## src/rtl/sram_mem_ctrl_pkg.sv

```systemverilog
// Shared types and constants for the memory-stage SRAM controller.
// Holds the FSM state encoding, the default data-memory base and the SRAM bus width.
package sram_mem_ctrl_pkg;

  typedef enum logic [1:0] {
    StIdle,
    StLo,
    StHi,
    StDone
  } state_e;

  localparam int unsigned DefaultBaseAddr = 1024;
  localparam int unsigned SramDataW       = 16;
  localparam int unsigned WaitCntW        = 4;

endpackage

```

## src/rtl/mem_wait_counter.sv

```systemverilog
// Loadable 4-bit down-counter that times one half-word SRAM phase.
// o_last flags the final cycle of a phase; o_last_next flags the cycle before it.
module mem_wait_counter
  import sram_mem_ctrl_pkg::*;
(
  input  logic                clk,
  input  logic                rst,
  input  logic                i_load,
  input  logic [WaitCntW-1:0] i_load_val,
  output logic                o_last,
  output logic                o_last_next
);

  logic [WaitCntW-1:0] r_cnt;

  // Saturates at zero so the count stays parked while the FSM is idle.
  always_ff @(posedge clk) begin
    if (rst) begin
      r_cnt <= '0;
    end else if (i_load) begin
      r_cnt <= i_load_val;
    end else if (r_cnt != '0) begin
      r_cnt <= r_cnt - WaitCntW'(1);
    end
  end

  assign o_last      = (r_cnt == '0);
  assign o_last_next = (r_cnt == WaitCntW'(1));

endmodule

```

## src/rtl/sram_mem_ctrl.sv

```systemverilog
// Memory-stage responder: splits each 32-bit load/store into two 16-bit accesses to an
// asynchronous SRAM and holds ready low to freeze the pipeline until the access completes.
module sram_mem_ctrl
  import sram_mem_ctrl_pkg::*;
#(
  parameter int unsigned BASE_ADDR   = DefaultBaseAddr,
  parameter int unsigned SRAM_ADDR_W = 18,
  parameter int unsigned WAIT_CYCLES = 2
) (
  input  logic                   clk,
  input  logic                   rst,
  input  logic                   mem_r_en,
  input  logic                   mem_w_en,
  input  logic [31:0]            addr,
  input  logic [31:0]            wdata,
  output logic [31:0]            rdata,
  output logic                   ready,
  output logic [SRAM_ADDR_W-1:0] sram_addr,
  output logic [SramDataW-1:0]   sram_dq_o,
  input  logic [SramDataW-1:0]   sram_dq_i,
  output logic                   sram_dq_oe,
  output logic                   sram_we_n
);

  localparam logic [WaitCntW-1:0] LoadVal = WaitCntW'(WAIT_CYCLES - 1);

  state_e                 r_state;
  logic                   r_is_write;
  logic [31:0]            r_addr;
  logic [31:0]            r_wdata;
  logic [31:0]            r_rdata;
  logic [SRAM_ADDR_W-1:0] r_sram_addr;
  logic [SramDataW-1:0]   r_dq_o;
  logic                   r_dq_oe;
  logic                   r_we_n;

  logic                   w_req;
  logic [31:0]            w_src_addr;
  logic [SRAM_ADDR_W-1:0] w_lo_addr;
  logic [SRAM_ADDR_W-1:0] w_hi_addr;
  logic                   w_cnt_load;
  logic                   w_last;
  logic                   w_last_next;

  assign w_req = mem_r_en | mem_w_en;

  // In IDLE the live request address is mapped so LO can start on the very next edge.
  assign w_src_addr = (r_state == StIdle) ? addr : r_addr;
  assign w_lo_addr  = SRAM_ADDR_W'(((w_src_addr - 32'(BASE_ADDR)) >> 1) & ~32'd1);
  assign w_hi_addr  = w_lo_addr | SRAM_ADDR_W'(1);

  assign w_cnt_load = ((r_state == StIdle) && w_req) || ((r_state == StLo) && w_last);

  mem_wait_counter u_wait_cnt (
    .clk         (clk),
    .rst         (rst),
    .i_load      (w_cnt_load),
    .i_load_val  (LoadVal),
    .o_last      (w_last),
    .o_last_next (w_last_next)
  );

  // Strobe outputs are registered, so each decision is made one cycle ahead: we_n rises
  // on the edge entering the final cycle of a phase to give the SRAM data hold time.
  always_ff @(posedge clk) begin
    if (rst) begin
      r_state     <= StIdle;
      r_is_write  <= 1'b0;
      r_addr      <= '0;
      r_wdata     <= '0;
      r_rdata     <= '0;
      r_sram_addr <= '0;
      r_dq_o      <= '0;
      r_dq_oe     <= 1'b0;
      r_we_n      <= 1'b1;
    end else begin
      unique case (r_state)
        StIdle: begin
          if (w_req) begin
            r_state     <= StLo;
            r_is_write  <= mem_w_en;
            r_addr      <= addr;
            r_wdata     <= wdata;
            r_sram_addr <= w_lo_addr;
            r_dq_o      <= wdata[15:0];
            r_dq_oe     <= mem_w_en;
            r_we_n      <= ~mem_w_en;
          end
        end
        StLo: begin
          if (w_last) begin
            r_state     <= StHi;
            r_sram_addr <= w_hi_addr;
            r_dq_o      <= r_wdata[31:16];
            r_we_n      <= ~r_is_write;
            if (!r_is_write) begin
              r_rdata[15:0] <= sram_dq_i;
            end
          end else if (w_last_next) begin
            r_we_n <= 1'b1;
          end
        end
        StHi: begin
          if (w_last) begin
            r_state <= StDone;
            r_dq_oe <= 1'b0;
            r_we_n  <= 1'b1;
            if (!r_is_write) begin
              r_rdata[31:16] <= sram_dq_i;
            end
          end else if (w_last_next) begin
            r_we_n <= 1'b1;
          end
        end
        StDone: begin
          r_state <= StIdle;
        end
        default: begin
          r_state <= StIdle;
        end
      endcase
    end
  end

  always_comb begin
    ready = 1'b0;
    unique case (r_state)
      StIdle:  ready = ~w_req;
      StDone:  ready = 1'b1;
      default: ready = 1'b0;
    endcase
  end

  assign rdata      = r_rdata;
  assign sram_addr  = r_sram_addr;
  assign sram_dq_o  = r_dq_o;
  assign sram_dq_oe = r_dq_oe;
  assign sram_we_n  = r_we_n;

endmodule

```

## config.mk

```make
export PLATFORM = sky130hd
export DESIGN_NAME = sram_mem_ctrl
export DESIGN_NICKNAME = d
export VERILOG_FILES = /design/src/rtl/sram_mem_ctrl_pkg.sv /design/src/rtl/mem_wait_counter.sv /design/src/rtl/sram_mem_ctrl.sv
export SDC_FILE = /design/constraint.sdc
export NUM_CORES = 1
export LEC_CHECK = 0
export CAP_MARGIN = 10
export CORE_ASPECT_RATIO = 1.2
export CORE_MARGIN = 1
export CORE_UTILIZATION = 40
export CTS_CLUSTER_DIAMETER = 60
export DETAILED_ROUTE_END_ITERATION = 8
export PLACE_DENSITY_LB_ADDON = 0.2
export SLEW_MARGIN = 40
export SYNTH_ARGS = -nofsm -noshare
export SYNTH_HDL_FRONTEND = slang
export SYNTH_SLANG_ARGS = --single-unit
export TNS_END_PERCENT = 100
```

## constraint.sdc

```tcl
create_clock -name clk -period 6.42 [get_ports clk]
set_input_delay 1.605 -clock clk [delete_from_list [all_inputs] [get_ports clk]]
set_output_delay 1.605 -clock clk [all_outputs]
set_load 0.02 [all_outputs]
```

==> impl_metrics.csv, run 1 <==
group,metric,value,unit
synthesis,synth-async-reset-ratio,0,%
placement,gp_congestion,0.797,
synthesis,netlist_area,4490,µm²
power_and_ir_drop,pwr-share-seq,34.5,%
power_and_ir_drop,internal-power,1.68,mW
global_routing,grt_pass1_wl,18400,µm
power_and_ir_drop,powerDensity,441,nW/µm²
timing,layout_setup_ws,1.52,ns
timing,hold_violations,0,
critical_path,cp-end-kind,"output pin",
synthesis,synth_cell_types,42,
route,drtIter0Drc,180,
timing,relSlewSlack,52.8,%
timing,fmax,204,MHz
power_and_ir_drop,clock_power_share,20.2,%
finish,fin_util,56.7,%
synthesis,syn_nets,633,
timing,maxSlewViolCount,0,
floorplan,die_w,98.7,µm
synthesis,ys.flop_type,"dfxtp_1",
critical_path,crit_fanout,8,
timing,rsz0062_at_grt,"false",
clock_tree,numCtsBuffers,9,
clock_tree,cts_root_buf,"clkbuf_16",
route,vias,4046,
power_and_ir_drop,power.share.combinational,45.4,%
floorplan,fp.dieH,118,µm
global_routing,antenna_found_initial,1,
synthesis,ys_seq_elements,108,
clock_tree,cts_max_path_buffers,2,
critical_path,slowest_delay,0.62,ns
placement,portBuffers,137,
critical_path,setup.worst_path.start_class,"primary input",
power_and_ir_drop,ir_worst_vdd,211,µV
clock_tree,postCtsSetupBuffers,0,
placement,place_ws,1.54,ns
finish,area_growth,38.6,%
power_and_ir_drop,leakagePower,2.30,nW
power_and_ir_drop,p_total,2.74,mW
floorplan,rows,42,
timing,fin_tns_setup,0,ns
global_routing,grt-ovfl-total,0,
synthesis,syn_avg_cell_area,8.30,µm²
route,wl_per_cell,14.1,µm
clock_tree,cts_resized,0,
clock_tree,holdBufCountCts,0,
worst_hold_path,hold_class,"flop to flop",
clock_tree,clkTransAtPathRegs,0.07,ns
power_and_ir_drop,switching_share,38.6,%
finish,regArea,2160,µm²
critical_path,worstSetupPathType,"primary input to output pin",
route,final_antenna_net_count,0,
critical_path,cp_top_family,"buffers and inverters",
route,first_pass_iters,4,
critical_path,path_cells,"clkdlybuf4s50_1, nor3b_1, nor2_1, nor2_1, clkdlybuf4s50_1",
outcome,status,"complete, no violations",
synthesis,synth_edf_count,0,
synthesis,synthCells,541,
clock_tree,clock-sinks,108,
finish,n_fill_cell,1010,
global_routing,grt_usage,19.6,%
critical_path,crit_slowest_cell,"clkdlybuf4s50_1",
timing,period_share,76.3,%
route,routed_wl,11200,µm
global_routing,first_global_vias,3868,
route,avgViaCountPerCell,5.11,
clock_tree,cts_tree,"yes",
timing,hold_ws,0.453,ns
floorplan,start_util,40.9,%
finish,nNetsFinal,747,
power_and_ir_drop,p_sw,1.06,mW
finish,drive_gt1_share,3.64,%
floorplan,die_area,11700,µm²
timing,skew,0.00760,ns
timing,finalSetupViolCount,0,
clock_tree,clk_latency,0.34,ns
synthesis,yosysWarnings,0,
critical_path,cp_num_buf_inv,2,
placement,post-dp-hpwl,7530,µm
finish,layout_common_cells,"141 x nand2_1, 136 x clkdlybuf4s50_1, 108 x dfxtp_1, 75 x a21oi_1",
finish,multiInputGateArea,2150,µm²
clock_tree,htree_levels,3,
timing,period_needed,4.90,ns
floorplan,num_io_pins,153,
critical_path,r2r_setup_slack,3.48,ns
critical_path,required,4.82,ns
floorplan,coreArea,11000,µm²
critical_path,worst-endpoint-arrival,3.29,ns
timing,worst_pin_slew,0.709,ns
finish,final_common_cell,"nand2_1",
route,drc,0,
job,maxCapViolCount,0,
global_routing,grt_max_degree,84,
synthesis,seq_area_frac_synth,48.1,%
[worst register-to-register path: stages (launching register included)]
cell,delay (ns)
dfxtp_1,0.35
inv_1,0.11
ha_1,0.16
buf_4,0.39
o21ai_4,0.09
buf_4,0.28
a22oi_2,0.61
buf_4,0.53
nor2_1,0.13
a211oi_1,0.22
[power by group through the flow]
stage | Combinational, mW | Clock [mW] | Sequential, mW
final | 1.24 | 0.554 | 0.945
after global placement | 1.23 | 0 | 0.951
after global routing | 1.37 | 0.597 | 0.969
after detailed placement | 1.25 | 0 | 0.961
after CTS | 1.26 | 0.570 | 0.947
after floorplan | 0.684 | 0 | 1.09
[layout make-up]
class | instances | area share (%)
Clock inverter | 5 | 0.965
Inverter | 7 | 0.422
Sequential cell | 108 | 34.7
Tap cell | 132 | 2.65
Multi-Input combinational cell | 386 | 34.6
Clock buffer | 10 | 3.84
Timing Repair Buffer | 143 | 22.8
Antenna cell | 1 | 0.0402
[registers in the layout (all words and copies together), names as in the netlist]
signal / count
r_addr: 17
r_is_write: 1
r_state: 2
r_wdata: 16
rdata: 32
sram_addr: 18
sram_dq_o: 16
sram_dq_oe: 1
sram_we_n: 1
u_wait_cnt.r_cnt: 4
[cells by family (layout without fill, tap and decap cells)]
logic type | Yosys count | in the layout | share of synthesized area [%]
compound gates | 127 | 127 | 16.8
mux | 35 | 35 | 7.80
xor+xnor | 2 | 2 | 0.390
fa+ha+maj | 8 | 8 | 2.23
simple gates | 214 | 214 | 20.3
buf+inv | 47 | 165 | 4.35
other cells | 0 | 1 | 0
flops | 108 | 108 | 48.1
[metal layers]
layer / wire length [µm] / GRT usage (%) / vias to the layer above
met5: 0 / 0 / -
met4: 77 / 5.04 / 0
met3: 907 / 7.72 / 5
met2: 5240 / 32.4 / 111
met1: 4980 / 23.5 / 1860
li1: - / - / 2070
[path summary, 6_finish.rpt]
check             startpoint            to  cells after the start
setup / recovery    mem_w_en         ready                      5
setup reg to reg  r_state[0]  sram_dq_o[8]                      9
hold / removal      rdata[2]      rdata[2]                      2
hold reg to reg     rdata[2]      rdata[2]                      2
[Yosys cell counts (2+ instances only)]
library cell / number / area (µm²)
a211oi_1: 27 / 203
a21oi_1: 75 / 375
a31oi_1: 2 / 12.5
and2_1: 2 / 12.5
buf_2: 12 / 60.1
clkbuf_1: 26 / 97.6
dfxtp_1: 108 / 2160
ha_1: 8 / 100
inv_1: 7 / 26.3
mux2i_1: 35 / 350
nand2_1: 141 / 529
nand2b_1: 6 / 37.5
nand3_1: 2 / 10.0
nand3b_1: 2 / 15.0
nor2_1: 35 / 131
nor3_1: 8 / 40.0
nor3b_1: 4 / 30.0
nor4b_1: 2 / 17.5
o211ai_1: 3 / 22.5
o21ai_0: 6 / 30.0
o21ai_1: 2 / 10.0
o311ai_1: 3 / 26.3
or3_1: 3 / 18.8
or3b_1: 2 / 17.5
or4_1: 2 / 15.0
xnor2_1: 2 / 17.5
[stage by stage]
step                      instance area, µm²  std cells
after floorplan                         4490        541
after global placement                  5920        776
after detailed placement                5920        776
after CTS                               6220        791
after global routing                    6220        791
final                                   6220        792
Power figures use the tool's default switching activity.
==> run 2, diff against run 1 <==
==> constraint.sdc (replaced) <==
create_clock -name clk -period 4.5 [get_ports clk]
set_input_delay 1.125 -clock clk [delete_from_list [all_inputs] [get_ports clk]]
set_output_delay 1.125 -clock clk [all_outputs]
set_load 0.02 [all_outputs]
==> run 2 against run 1 <==
Cell area fell by 0.42%. Critical path depth stayed put. Largest cell class unchanged. Non-clock buffer count is the same. Critical path type unchanged. Clock power grew 33%. Cell count shrank 0.13%. Via count up 0.94%. First-iteration DRC count is 12% lower. Global-route usage fell by 0.31 points. Sequential share of layout area increased by 0.15 points. Sequential power up 42%. Die area unchanged.
==> impl_metrics.csv, run 2 (same netlist as run 1, synthesis figures left out) <==
group,metric,value,unit
finish,layout_common_cells,"141 x nand2_1, 136 x clkdlybuf4s50_1, 108 x dfxtp_1, 75 x a21oi_1",
job,maxCapViolCount,0,
timing,rsz0062_at_grt,"false",
finish,area_growth,38.0,%
placement,portBuffers,137,
timing,worst_pin_slew,0.735,ns
clock_tree,cts_resized,0,
power_and_ir_drop,leakagePower,2.29,nW
clock_tree,cts_root_buf,"clkbuf_16",
clock_tree,htree_levels,3,
route,final_antenna_net_count,0,
critical_path,cp-end-kind,"output pin",
outcome,status,"complete, no violations",
timing,fmax,254,MHz
finish,final_common_cell,"nand2_1",
critical_path,required,3.38,ns
critical_path,worst-endpoint-arrival,2.81,ns
floorplan,die_area,11700,µm²
power_and_ir_drop,p_total,3.85,mW
clock_tree,postCtsSetupBuffers,0,
timing,period_share,87.3,%
clock_tree,clk_latency,0.34,ns
finish,nNetsFinal,747,
clock_tree,numCtsBuffers,9,
global_routing,antenna_found_initial,0,
timing,period_needed,3.93,ns
route,first_pass_iters,7,
power_and_ir_drop,powerDensity,621,nW/µm²
worst_hold_path,hold_class,"flop to flop",
timing,maxSlewViolCount,0,
timing,fin_tns_setup,0,ns
finish,diodes,0,
route,routed_wl,11000,µm
timing,relSlewSlack,51.0,%
worst_hold_path,min_from,"r_wdata[17]",
floorplan,coreArea,11000,µm²
finish,final-instance-count-excl-fill,791,
global_routing,grt_usage,19.2,%
global_routing,grt_pass1_wl,18000,µm
route,wl_per_cell,13.9,µm
critical_path,crit_fanout,8,
clock_tree,clock-sinks,108,
critical_path,setup.worst_path.start_class,"primary input",
timing,layout_setup_ws,0.570,ns
route,vias,4084,
route,drc,0,
timing,finalSetupViolCount,0,
clock_tree,cts_max_path_buffers,2,
global_routing,grt-ovfl-total,0,
critical_path,crit_start,"mem_w_en",
placement,post-dp-hpwl,7410,µm
timing,skew,0.00635,ns
placement,placed_cells,776,
floorplan,fp.dieH,118,µm
route,avgViaCountPerCell,5.16,
route,drtIter0Drc,159,
clock_tree,clkTransAtPathRegs,0.07,ns
finish,drive_gt1_share,3.49,%
timing,hold_violations,0,
placement,place_ws,0.563,ns
floorplan,start_util,40.9,%
global_routing,first_global_vias,3885,
floorplan,die_w,98.7,µm
floorplan,num_io_pins,153,
placement,gp_congestion,0.800,
finish,largest_reg_flops,32,
critical_path,timing.rr.start,"r_state[0]",
global_routing,grt_max_degree,74,
floorplan,rows,42,
clock_tree,cts_tree,"yes",
critical_path,worstSetupPathType,"primary input to output pin",
clock_tree,holdBufCountCts,0,
power_and_ir_drop,ir_worst_vdd,333,µV
-- run 2: cell type report --
class                      count  area, µm²
timing repair buffer         143       1410
clock inverter                 3       22.5
tap                          132        165
multi-input combinational    386       2150
clock buffer                  12        256
fill                        1029       4790
inverter                       7       26.3
sequential                   108       2160
-- run 2: power breakdown --
part / internal, mW / total, mW / switching (mW)
sequential: 1.21 / 1.34 / 0.133
clock: 0.404 / 0.737 / 0.333
combinational: 0.746 / 1.76 / 1.02
-- run 2: through the flow --
| stage | area (µm²) | hold WS [ns] | utilization, % |
|---|---|---|---|
| final | 6200 | 0.452 | 56.4 |
| after global routing | 6200 | 0.470 | 56.4 |
| after global placement | 5920 | 0.441 | 53.9 |
| after CTS | 6200 | 0.456 | 56.4 |
| after floorplan | 4490 | 0.436 | - |
| after detailed placement | 5920 | 0.447 | 53.9 |
-- run 2: worst paths after layout --
check	slack (ns)	to	cells past startpoint
worst max-delay path	0.57	ready	5
worst min-delay path	0.45	r_wdata[17]	2
worst max register to register	1.81	sram_addr[17]	8
worst min register to register	0.45	r_wdata[17]	2
-- run 2: metal layers --
layer  vias to the layer above  global-route usage (%)  wire [µm]
met1                      1871                    23.2       4930
met4                         0                    9.14        231
met2                       124                    31.0       4920
li1                       2071                       -          -
met3                        18                    6.06        896
met5                         -                       0          0
-- run 2: critical path, stage by stage --
cell             delay (ns)
clkdlybuf4s50_1        0.58
nor3b_1                0.33
nor2_1                 0.07
nor2_1                 0.09
clkdlybuf4s50_1        0.61
==> run 3, diff against run 2 <==
--- a/config.mk
+++ b/config.mk
@@ -12,6 +12,7 @@
 export CTS_CLUSTER_DIAMETER = 60
 export DETAILED_ROUTE_END_ITERATION = 8
 export PLACE_DENSITY_LB_ADDON = 0.2
+export REMOVE_ABC_BUFFERS = 1
 export SLEW_MARGIN = 40
 export SYNTH_ARGS = -nofsm -noshare
 export SYNTH_HDL_FRONTEND = slang
==> run 3 against run 2 <==
Critical path type unchanged. Utilization grew 0.16 points. Global-route usage up 0.21 points. Wire length increased by 1.5%. Worst hold slack improved by 0.0027 ns. Register-to-register slack better by 0.04 ns. Cell count increased by 0.25%. Largest cell class unchanged.
==> impl_metrics.csv, run 3 (same netlist as run 1, synthesis figures left out) <==
group,metric,value,unit
floorplan,coreArea,11000,µm²
critical_path,worstSetupPathType,"primary input to output pin",
finish,layout_common_cells,"141 x nand2_1, 136 x clkdlybuf4s50_1, 108 x dfxtp_1, 75 x a21oi_1",
clock_tree,clkTransAtPathRegs,0.07,ns
route,vias,4087,
clock_tree,clock-sinks,108,
timing,hold_violations,0,
critical_path,crit_start,"mem_w_en",
timing,relSlewSlack,60.0,%
critical_path,worst-endpoint-arrival,2.79,ns
clock_tree,cts_resized,0,
timing,fmax,256,MHz
critical_path,required,3.38,ns
job,maxCapViolCount,0,
clock_tree,cts_tree,"yes",
clock_tree,postCtsSetupBuffers,0,
placement,post-dp-hpwl,7490,µm
floorplan,die_w,98.7,µm
timing,hold_ws,0.455,ns
floorplan,rows,42,
clock_tree,htree_levels,3,
timing,rsz0062_at_grt,"false",
clock_tree,numCtsBuffers,9,
outcome,status,"complete, no violations",
finish,drive_gt1_share,3.78,%
power_and_ir_drop,p_total,3.85,mW
global_routing,grt_pass1_wl,18200,µm
global_routing,antenna_found_initial,0,
route,wl_per_cell,14.1,µm
timing,worst_pin_slew,0.583,ns
placement,portBuffers,137,
finish,n_fill_cell,1008,
global_routing,grt-ovfl-total,0,
route,final_antenna_net_count,0,
timing,finalSetupViolCount,0,
clock_tree,holdBufCountCts,0,
finish,final_common_cell,"nand2_1",
power_and_ir_drop,ir_worst_vdd,244,µV
finish,area_growth,38.4,%
timing,layout_setup_ws,0.588,ns
route,drc,0,
power_and_ir_drop,leakagePower,2.30,nW
timing,maxSlewViolCount,0,
route,routed_wl,11100,µm
power_and_ir_drop,powerDensity,620,nW/µm²
timing,period_share,86.9,%
floorplan,fp.dieH,118,µm
placement,gp_congestion,0.732,
global_routing,grt_usage,19.5,%
critical_path,crit_fanout,8,
route,drtIter0Drc,168,
worst_hold_path,min_from,"r_addr[11]",
placement,place_ws,0.615,ns
critical_path,timing.rr.start,"r_state[0]",
floorplan,start_util,40.9,%
finish,final-instance-count-excl-fill,793,
finish,nNetsFinal,749,
floorplan,num_io_pins,153,
route,avgViaCountPerCell,5.15,
placement,placed_cells,778,
clock_tree,cts_max_path_buffers,2,
timing,fin_tns_setup,0,ns
clock_tree,clk_latency,0.34,ns
floorplan,die_area,11700,µm²
critical_path,r2r_setup_slack,1.85,ns
clock_tree,cts_root_buf,"clkbuf_16",
timing,period_needed,3.91,ns
global_routing,first_global_vias,3829,
global_routing,grt_max_degree,53,
finish,largest_reg_flops,32,
critical_path,cp-end-kind,"output pin",
route,first_pass_iters,4,
critical_path,setup.worst_path.start_class,"primary input",
finish,diodes,0,
timing,skew,0.00500,ns
worst_hold_path,hold_class,"flop to flop",
==> run 3: changes by cell type in the layout (fill, tap and decap cells not counted), sizes merged <==
cell      before  now
clkbuf        12   11
buf            7    9
clkinvlp       0    1
==> run 3: cell type report <==
cell class	instances	area [µm²]	share of cell area (%)
timing repair buffer	145	1440	23.2
clock buffer	11	243	3.91
sequential	108	2160	34.8
tap	132	165	2.66
multi-input combinational	386	2150	34.6
inverter	7	26.3	0.423
clock inverter	4	26.3	0.423
==> run 3: worst paths after layout <==
kind                                 endpoint  depth (start not counted)
worst min register to register     r_addr[11]                          2
worst min-delay path               r_addr[11]                          2
worst max register to register  sram_addr[17]                          8
worst max-delay path                    ready                          5
==> run 3: routing by layer <==
layer / global-route usage [%] / routed length (µm) / up-vias
li1: - / - / 2080
met1: 24.0 / 5060 / 1887
met2: 33.0 / 5390 / 108
met3: 4.33 / 549 / 12
met4: 7.18 / 147 / 0
met5: 0 / 0 / -
==> run 3: per-stage QoR <==
stage / cell area, µm² / utilization [%]
floorplan: 4320 / -
global placement: 5930 / 54.0
detailed placement: 5950 / 54.1
CTS: 6210 / 56.6
global route: 6210 / 56.6
finish: 6210 / 56.6
==> run 3: where the power goes <==
part | internal, mW | switching [mW] | leakage (nW)
logic | 0.753 | 1.02 | 1.28
registers | 1.21 | 0.140 | 0.887
clock network | 0.387 | 0.341 | 0.131
==> run 3: worst max-delay path: stages <==
cell             delay (ns)
clkdlybuf4s50_1        0.56
nor3b_1                0.34
nor2_1                 0.07
nor2_1                 0.09
clkdlybuf4s50_1        0.60
